File: config.mk
export PLATFORM = sky130hd
export DESIGN_NAME = bcd_add_seq_flat
export DESIGN_NICKNAME = d
export VERILOG_FILES = /design/src/rtl/bcd_add_seq_if.sv /design/src/rtl/bcd_add_seq.sv /design/src/flat_wrapper.sv
export SDC_FILE = /design/constraint.sdc
export NUM_CORES = 1
export LEC_CHECK = 0
export CORE_UTILIZATION = 46
export CTS_CLUSTER_SIZE = 14
export DETAILED_ROUTE_END_ITERATION = 8
export PLACE_DENSITY = 0.84
export SLEW_MARGIN = 40
export SYNTH_ARGS = -nofsm -noshare
export SYNTH_HDL_FRONTEND = slang
export SYNTH_SLANG_ARGS = --single-unit
File: constraint.sdc
create_clock -name sys_clk -period 3.35 [get_ports sys_clk]
set_clock_uncertainty 0.1 [all_clocks]
set_input_delay 0.5025 -clock sys_clk [delete_from_list [all_inputs] [get_ports sys_clk]]
set_output_delay 0.5025 -clock sys_clk [all_outputs]
set_load 0.02 [all_outputs]
File: src/rtl/bcd_add_seq_if.sv
// bcd_add_seq_if: request/result handshake bundle for the digit-serial BCD adder.
interface bcd_add_seq_if #(parameter int DIGITS = 3);
   logic                  start_valid;
   logic                  start_ready;
   logic [4*DIGITS-1:0]   a_bcd;
   logic [4*DIGITS-1:0]   b_bcd;
   logic                  cin;
   logic                  sum_valid;
   logic                  sum_ready;
   logic [4*DIGITS-1:0]   sum;
   logic                  cout;
   logic                  busy;
   logic                  err;
   modport master (
      output start_valid, a_bcd, b_bcd, cin, sum_ready,
      input  start_ready, sum_valid, sum, cout, busy, err
   );
   modport slave (
      input  start_valid, a_bcd, b_bcd, cin, sum_ready,
      output start_ready, sum_valid, sum, cout, busy, err
   );
endinterface

File: src/rtl/bcd_add_seq.sv
// bcd_add_seq: digit-serial packed-BCD adder reusing one digit stage, LSD first.
// Define BCD_ERR_CHECK_EN to flag and skip operands holding nibbles above 9.
module bcd_add_seq #(
   parameter int DIGITS = 3
) (
   input logic          sys_clk,
   input logic          sys_rst_n,
   bcd_add_seq_if.slave bus
);
   localparam int W  = 4 * DIGITS;
   localparam int IW = (DIGITS > 1) ? $clog2(DIGITS) : 1;
   typedef enum logic [1:0] {IDLE, ADD, DONE} state_t;
   state_t          state, next;
   logic [IW-1:0]   idx;
   logic            carry;
   logic [W-1:0]    a_r, b_r, sum_r;
   logic            cout_r, rdy_r, vld_r, busy_r;
   logic [3:0]      a_d, b_d, s_d;
   logic [4:0]      t;
   logic            c_d, acc, last, bad;
   assign acc  = bus.start_valid && rdy_r;
   assign last = idx == IW'(DIGITS - 1);
   assign a_d  = a_r[4*idx +: 4];
   assign b_d  = b_r[4*idx +: 4];
   assign t    = {1'b0, a_d} + {1'b0, b_d} + {4'd0, carry};
   assign c_d  = t > 5'd9;
   assign s_d  = c_d ? 4'(t + 5'd6) : t[3:0];
`ifdef BCD_ERR_CHECK_EN
   logic err_r;
   always_comb begin
      bad = 1'b0;
      for (int i = 0; i < DIGITS; i++)
         bad = bad | (bus.a_bcd[4*i +: 4] > 4'd9) | (bus.b_bcd[4*i +: 4] > 4'd9);
   end
   always_ff @(posedge sys_clk or negedge sys_rst_n)
      if (!sys_rst_n) err_r <= 1'b0;
      else if (acc)   err_r <= bad;
   assign bus.err = err_r;
`else
   assign bad     = 1'b0;
   assign bus.err = 1'b0;
`endif
   always_ff @(posedge sys_clk or negedge sys_rst_n)
      if (!sys_rst_n) state <= IDLE;
      else            state <= next;
   always_comb begin
      next = state;
      case (state)
         IDLE:    next = acc ? (bad ? DONE : ADD) : IDLE;
         ADD:     next = last ? DONE : ADD;
         DONE:    next = bus.sum_ready ? IDLE : DONE;
         default: next = IDLE;
      endcase
   end
   // Handshake flags are registered from next state so start_ready stays low during reset.
   always_ff @(posedge sys_clk or negedge sys_rst_n)
      if (!sys_rst_n) begin
         rdy_r  <= 1'b0;
         vld_r  <= 1'b0;
         busy_r <= 1'b0;
         idx    <= '0;
         carry  <= 1'b0;
         a_r    <= '0;
         b_r    <= '0;
         sum_r  <= '0;
         cout_r <= 1'b0;
      end else begin
         rdy_r  <= next == IDLE;
         vld_r  <= next == DONE;
         busy_r <= next != IDLE;
         if (acc) begin
            a_r    <= bus.a_bcd;
            b_r    <= bus.b_bcd;
            carry  <= bus.cin;
            idx    <= '0;
            sum_r  <= '0;
            cout_r <= 1'b0;
         end else if (state == ADD) begin
            sum_r[4*idx +: 4] <= s_d;
            carry             <= c_d;
            if (last) cout_r <= c_d;
            else      idx    <= idx + 1'b1;
         end
      end
   assign bus.start_ready = rdy_r;
   assign bus.sum_valid   = vld_r;
   assign bus.busy        = busy_r;
   assign bus.sum         = sum_r;
   assign bus.cout        = cout_r;
endmodule
File: src/flat_wrapper.sv
// flat-port wrapper written by rule: the top's interface ports become plain ports
module bcd_add_seq_flat 
#(
   parameter int DIGITS = 3
)
  (sys_clk, sys_rst_n, bus_start_valid, bus_a_bcd, bus_b_bcd, bus_cin, bus_sum_ready, bus_start_ready, bus_sum_valid, bus_sum, bus_cout, bus_busy, bus_err);
  bcd_add_seq_if #(.DIGITS(DIGITS)) bus_i ();
  input logic sys_clk;
  input logic sys_rst_n;
  input wire logic [$bits(bus_i.start_valid)-1:0] bus_start_valid;
  input wire logic [$bits(bus_i.a_bcd)-1:0] bus_a_bcd;
  input wire logic [$bits(bus_i.b_bcd)-1:0] bus_b_bcd;
  input wire logic [$bits(bus_i.cin)-1:0] bus_cin;
  input wire logic [$bits(bus_i.sum_ready)-1:0] bus_sum_ready;
  output wire logic [$bits(bus_i.start_ready)-1:0] bus_start_ready;
  output wire logic [$bits(bus_i.sum_valid)-1:0] bus_sum_valid;
  output wire logic [$bits(bus_i.sum)-1:0] bus_sum;
  output wire logic [$bits(bus_i.cout)-1:0] bus_cout;
  output wire logic [$bits(bus_i.busy)-1:0] bus_busy;
  output wire logic [$bits(bus_i.err)-1:0] bus_err;
  assign bus_i.start_valid = bus_start_valid;
  assign bus_i.a_bcd = bus_a_bcd;
  assign bus_i.b_bcd = bus_b_bcd;
  assign bus_i.cin = bus_cin;
  assign bus_i.sum_ready = bus_sum_ready;
  assign bus_start_ready = bus_i.start_ready;
  assign bus_sum_valid = bus_i.sum_valid;
  assign bus_sum = bus_i.sum;
  assign bus_cout = bus_i.cout;
  assign bus_busy = bus_i.busy;
  assign bus_err = bus_i.err;
  bcd_add_seq #(.DIGITS(DIGITS)) u_core (.sys_clk(sys_clk), .sys_rst_n(sys_rst_n), .bus(bus_i));
endmodule
==> summary.md, run 1 <==
| Metric | Value |
|---|---|
| Status | complete, no violations |
| Postcts setup bufs | 0 |
| Chip width | 71.6 um |
| Worst EP arrival | 3.23 ns |
| Register area share after synthesis | 50.6% |
| CP cell instances | mux2i_1 -> o21ai_0 -> fa_2 -> fa_1 -> xnor2_1 -> ha_1 -> nor2b_1 -> a31o_2 -> o31ai_4 -> xnor2_1 -> o21ai_1 |
| Post-route cell area | around 2900 sq um |
| First-pass GRT wire length | 7.97 mm |
| Final Net Count | about 330 |
| Count leader, synth | nand2_1 |
| Most frequent cells after synthesis | nand2_1, dfrtp_1, o21ai_0 |
| Via count | about 1,800 |
| # DRC | 0 |
| Leakage | 1.39 nW |
| Finished Layout Cells | ~350 |
| Final wirelength | 4.50 mm |
| Clk_lat worst skew | about 0.30 ns |
| Top cell type's share of synthesized area | 50.6% |
| Wire per inst | 13.0 um |
| Pwr Density | 1230 nW/um^2 |
| Placed cell count | 339 |
| CP most frequent cell | xnor2_1 |
| CP endpoint kind | flop |
| CTS tree | done |
| Full die area | 5120 sq um |
| Yosys warns | 0 |
| DP HPWL | 3.34 mm |
| I/O Pins | 46 |
| Slowest stage delay, CP | ~0.42 ns |
| Synth Register Bits | 45 |
| Clock tree root buffer cell | clkbuf_8 |
| Utilization of the core after routing | 63.7% |
| 1st-iter DRT viols | between 70 and 80 |
| H-Tree Depth | 2 |
| Post-synthesis cell area | 2230 sq um |
| Post_cts resized | 0 |
| Gr ovfl total | 0 |
| Levels on crit path | 11 |
| Fin crit share | 93.9% |
| RSZ-0062 raised after global routing | no |
| Main flop type after synthesis | dfrtp_1 |
| Max FO, Critical Path | 5 |
| Mapped Nets | 284 |
| Fmax | 318 MHz |
| Post-synth EDFFs | 0 |
| Reg2Reg Depth | 11 |
| Die H | 71.6 um |
| Synth area leaders | dfrtp_1, nand2_1, mux2i_1 |
| Ant diodes | 0 |
| Total of max-cap violations | 0 |
| Rows | 24 |
| Routability cong. | 0.783 |
| Maximum vdd drop | 0.000664 V |
| All-Layer GR Usage | 20.4% |
| Syn_area_per_cell | between 9 and 10 sq um |
| Delay-heaviest family, CP | adder cells |
| DP Area | 2740 sq um |
| Synthesized netlist cell count | ~250 |
| Hold WC Path Type | in -> async |
| Initial antenna violation count | 0 |
| Slowest stage cell on the critical path | dfrtp_2 |
| Area Overhead vs Synth | 28.9% |
| Asr flop ratio synth | 100% |
| Slew Limit Fails | 0 |
| Final setup violation count | 0 |
| Type of the worst setup path | reg -> reg |
| Final hold violations | 0 |
| Setup TNS | 0 ns |
| Initial Util | between 40% and 50% |
| Unique cell type count in the Yosys netlist | 35 |
| Top cell type by total area after synthesis | dfrtp_1 |
| Worst setup SP type | flop |
| Layout cells sized above 1 | 8.14% |
| Port bufs | 44 |
| First-pass iteration count of the detailed router | 4 |
| Critical path required time | 3.44 ns |
| Rel. slew slack | 62.5% |
| CTS sink count | 45 |
| CTS Hold Bufs | 0 |
| Worst slew pin tran | 0.555 ns |
| Number of global-route vias before repair | 1,779 |
| Tmin final | 3.15 ns |
| CTS Buf Count | 5 |
| Crit path buf inv count | 0 |
| Via-per-instance ratio | 5.29 |
| Core area | 4500 sq um |
| Hold WS | 0.0859 ns |
| Fill count | approximately 370 |
| Max clock buf depth | 2 |
| Worst-path clk slew | 0.09 ns |
| Antenna viol nets, final | 0 |
| Largest net degree at the start of global routing | 46 |
cells by family (layout without fill, tap and decap cells):
family | after synthesis | count (layout) | synth area share [%]
XOR/XNOR | 3 | 3 | 1.18
other | 1 | 1 | 0.168
AND/OR/NAND/NOR | 122 | 122 | 22.9
multiplexers | 12 | 12 | 5.45
AO/OA/AOI/OAI | 38 | 38 | 11.1
buffers and inverters | 16 | 65 | 2.87
flip-flops | 45 | 45 | 50.6
adder cells (fa/ha/maj) | 9 | 9 | 5.73
per-layer routing:
layer	share of wire [%]	GRT usage, %
met4	1.8	6.75
met2	48	33.4
met1	45	26.6
met3	5.1	5.63
met5	0	0
worst reg2reg max path: stages (launching register included):
cell and delay, ns:
dfrtp_2 0.42, mux2i_1 0.21, o21ai_0 0.13, fa_2 0.40, fa_1 0.41, xnor2_1 0.17
ha_1 0.23, nor2b_1 0.15, a31o_2 0.24, o31ai_4 0.24, xnor2_1 0.20, o21ai_1 0.11
layout by cell type (no fill, tap or decap), types with 2 or more instances in the layout:
| master | instances |
|---|---|
| and3_1 | 3 |
| o21ai_0 | 16 |
| a22o_1 | 5 |
| nand2_1 | 91 |
| a21o_1 | 2 |
| buf_4 | 8 |
| mux2i_1 | 11 |
| o21ai_1 | 3 |
| nand2b_1 | 2 |
| ha_1 | 7 |
| clkbuf_8 | 6 |
| dfrtp_1 | 44 |
| inv_1 | 6 |
| nor2b_1 | 4 |
| a21oi_1 | 5 |
| and2_1 | 2 |
| nand3_1 | 5 |
| xnor2_1 | 3 |
| clkdlybuf4s50_1 | 43 |
| nor2_1 | 10 |
layout make-up:
class,count,area [sq um],area share (%)
clock buffers,6,82.6,2.88
multi-input cells,185,1040,36.4
flip-flops and latches,45,1130,39.3
clock inverters,2,37.5,1.31
inverters,6,22.5,0.785
well taps,52,65.1,2.27
repair buffers,51,490,17.1
state kept, by name, indices dropped and copies added, names as in the netlist, 2 cells and up:
register        flops
u_core.b_r         12
u_core.state        2
u_core.idx          2
u_core.bus.sum     12
u_core.a_r         12
worst paths after layout:
check	startpoint	to	slack [ns]
worst min register to register	u_core.state[1]	u_core.state[0]	0.36
worst max register to register	u_core.idx[0]	u_core.bus.sum[1]	0.20
worst min-delay path	sys_rst_n	u_core.bus.sum[4]	0.09
min in group sys_clk	u_core.state[1]	u_core.state[0]	0.36
worst max-delay path	u_core.idx[0]	u_core.bus.sum[1]	0.20
max in group asynchronous	sys_rst_n	u_core.idx[0]	2.67
where the power goes:
part           total [mW]  switching [mW]  internal [mW]
combinational        2.22            1.24          0.982
clock               0.426           0.183          0.242
sequential          0.888           0.122          0.766
metrics by stage:
stage	power [mW]	worst slack [ns]
after global placement	2.97	0.258
after floorplan	2.49	0.0356
final	3.54	0.204
after detailed placement	3.05	0.112
after global routing	3.88	0.0159
after CTS	3.50	0.107
(Power assumes the default switching activity.)
==> inputs of run 2 (changes only) <==
--- a/config.mk
+++ b/config.mk
@@ -5,10 +5,12 @@
 export SDC_FILE = /design/constraint.sdc
 export NUM_CORES = 1
 export LEC_CHECK = 0
+export CORE_MARGIN = 2
 export CORE_UTILIZATION = 46
 export CTS_CLUSTER_SIZE = 14
 export DETAILED_ROUTE_END_ITERATION = 8
 export PLACE_DENSITY = 0.84
+export RECOVER_POWER = 100
 export SLEW_MARGIN = 40
 export SYNTH_ARGS = -nofsm -noshare
 export SYNTH_HDL_FRONTEND = slang
==> constraint.sdc (replaced) <==
create_clock -name sys_clk -period 2.8 [get_ports sys_clk]
set_clock_uncertainty 0.1 [all_clocks]
set_input_delay 0.42 -clock sys_clk [delete_from_list [all_inputs] [get_ports sys_clk]]
set_output_delay 0.42 -clock sys_clk [all_outputs]
set_load 0.02 [all_outputs]
==> run 2 against run 1 <==
  * The run now ends with setup timing left
  * Register-to-register slack worse by 0.50 ns
  * First-iteration DRC count is 27% lower
  * Global-route usage is 0.41 points higher
  * Clock-buffer cell count is 1 lower
  * Hold slack better by 0.11 ns
  * Critical path type unchanged
  * Highest routed layer unchanged
==> summary.md, run 2 (synthesis results as in run 1) <==
| Metric | Value |
|---|---|
| Layout cells sized above 1 | 17.7% |
| I/O Pins | 46 |
| CP endpoint kind | flop |
| Chip width | 73.6 um |
| All-Layer GR Usage | a little over a fifth |
| Final hold violations | 0 |
| CTS sink count | 45 |
| Hold WS | 0.200 ns |
| # DRC | 0 |
| Tmin final | between 3 and 4 ns |
| Core area | 4690 sq um |
| Fin crit share | 110% |
| Clk_lat worst skew | 0.30 ns |
| Status | finished, violations left |
| CTS Hold Bufs | 0 |
| Initial Util | 47.4% |
| Full die area | about 5400 sq um |
| First-pass iteration count of the detailed router | 4 |
| Most frequent cells in the layout | nand2_1, dfrtp_1, clkdlybuf4s50_1, buf_4 |
| Ant diodes | 0 |
| 1st-iter DRT viols | 54 |
| Number of global-route vias before repair | 1,993 |
| Via count | 1,874 |
| Total of max-cap violations | 0 |
| CTS Buf Count | 5 |
| Die H | approximately 74 um |
| H-Tree Depth | 2 |
| Fmax | 323 MHz |
| Worst EP arrival | 3.19 ns |
| Port bufs | 44 |
| Rel. slew slack | between 20% and 30% |
| Final Net Count | 347 |
| CTS tree | done |
| Wire per inst | 13.6 um |
| Gr ovfl total | 0 |
| Rows | 25 |
| DP HPWL | 3.65 mm |
| Violated checks | setup timing |
| Largest net degree at the start of global routing | between 40 and 50 |
| Hold WC Path Type | in -> async |
| Final wirelength | 4.96 mm |
| Antenna viol nets, final | 0 |
| Commonest non-fill, non-tap cell in the layout | nand2_1 |
| Max FO, Critical Path | 5 |
| First-pass GRT wire length | roughly 8.7 mm |
| Worst-path clk slew | 0.09 ns |
| Initial antenna violation count | 0 |
| Max clock buf depth | 2 |
| Final WS setup | -0.293 ns |
| Critical path required time | roughly 2.9 ns |
| Area Overhead vs Synth | 37.2% |
| Clock tree root buffer cell | clkbuf_8 |
| Final setup violation count | 11 |
| Worst setup SP type | flop |
| Slew Limit Fails | 0 |
| RSZ-0062 raised after global routing | yes |
| Type of the worst setup path | reg -> reg |
| Routability cong. | 0.830 |
| Via-per-instance ratio | 5.15 |
| Worst slew pin tran | around 1.1 ns |
==> run 2: area by class of cell <==
type	count	area, sq um
fillers	418	1640
inverters	6	22.5
flip-flops and latches	45	1130
well taps	54	67.6
clock buffers	5	68.8
multi-input cells	185	1150
clock inverters	3	21.3
repair buffers	66	597
==> run 2: worst max-delay path, stage by stage (launching register included) <==
cell	delay (ns)
dfrtp_2	0.46
mux2i_2	0.32
o21ai_2	0.11
fa_2	0.38
fa_2	0.55
inv_2	0.05
ha_4	0.15
nor2b_4	0.13
a31o_4	0.22
o31ai_4	0.25
xnor2_2	0.17
o21ai_1	0.10
==> run 2: what timing repair did <==
| item | in CTS | in global routing |
|---|---|---|
| pin swaps | 5 | 4 |
| setup buffers | 4 | 2 |
| gates resized for setup | 7 | 10 |
| setup endpoints to repair | 11 | 11 |
==> run 2: final timing paths <==
check	cells after the start	endpoint	startpoint	slack, ns
worst min register to register	1	u_core.state[0]	u_core.state[1]	0.37
min in group sys_clk	1	u_core.state[0]	u_core.state[1]	0.37
max in group asynchronous	1	u_core.idx[0]	sys_rst_n	1.68
worst max register to register	11	u_core.bus.sum[9]	u_core.idx[0]	-0.29
worst min-delay path	1	u_core.bus.sum[8]	sys_rst_n	0.20
worst max-delay path	11	u_core.bus.sum[9]	u_core.idx[0]	-0.29
==> run 2: per-stage QoR <==
| stage | area, sq um | TNS, ns | worst slack [ns] | utilization, % | instances |
|---|---|---|---|---|---|
| finish | 3050 | -2.48 | -0.293 | 65.1 | 364 |
| floorplan | 2290 | -1.07 | -0.248 | - | 246 |
| CTS | 3000 | -1.25 | -0.174 | 64.0 | 362 |
| global placement | 2870 | -0.383 | -0.117 | 61.1 | 350 |
| detailed placement | 2870 | -1.74 | -0.280 | 61.2 | 350 |
| global route | 3050 | -3.54 | -0.395 | 65.1 | 364 |
==> run 2: metal layers <==
metal | vias up | wire [um] | track usage (%)
met3 | 15 | 209 | 3.70
met1 | 867 | 1980 | 24.1
met4 | 0 | 167 | 7.47
met2 | 57 | 2600 | 38.3
met5 | - | 0 | 0
li1 | 935 | - | -
Power of run 2 is not shown: default switching activity piles up to over one toggle a cycle in this logic, so the estimate is an artifact.
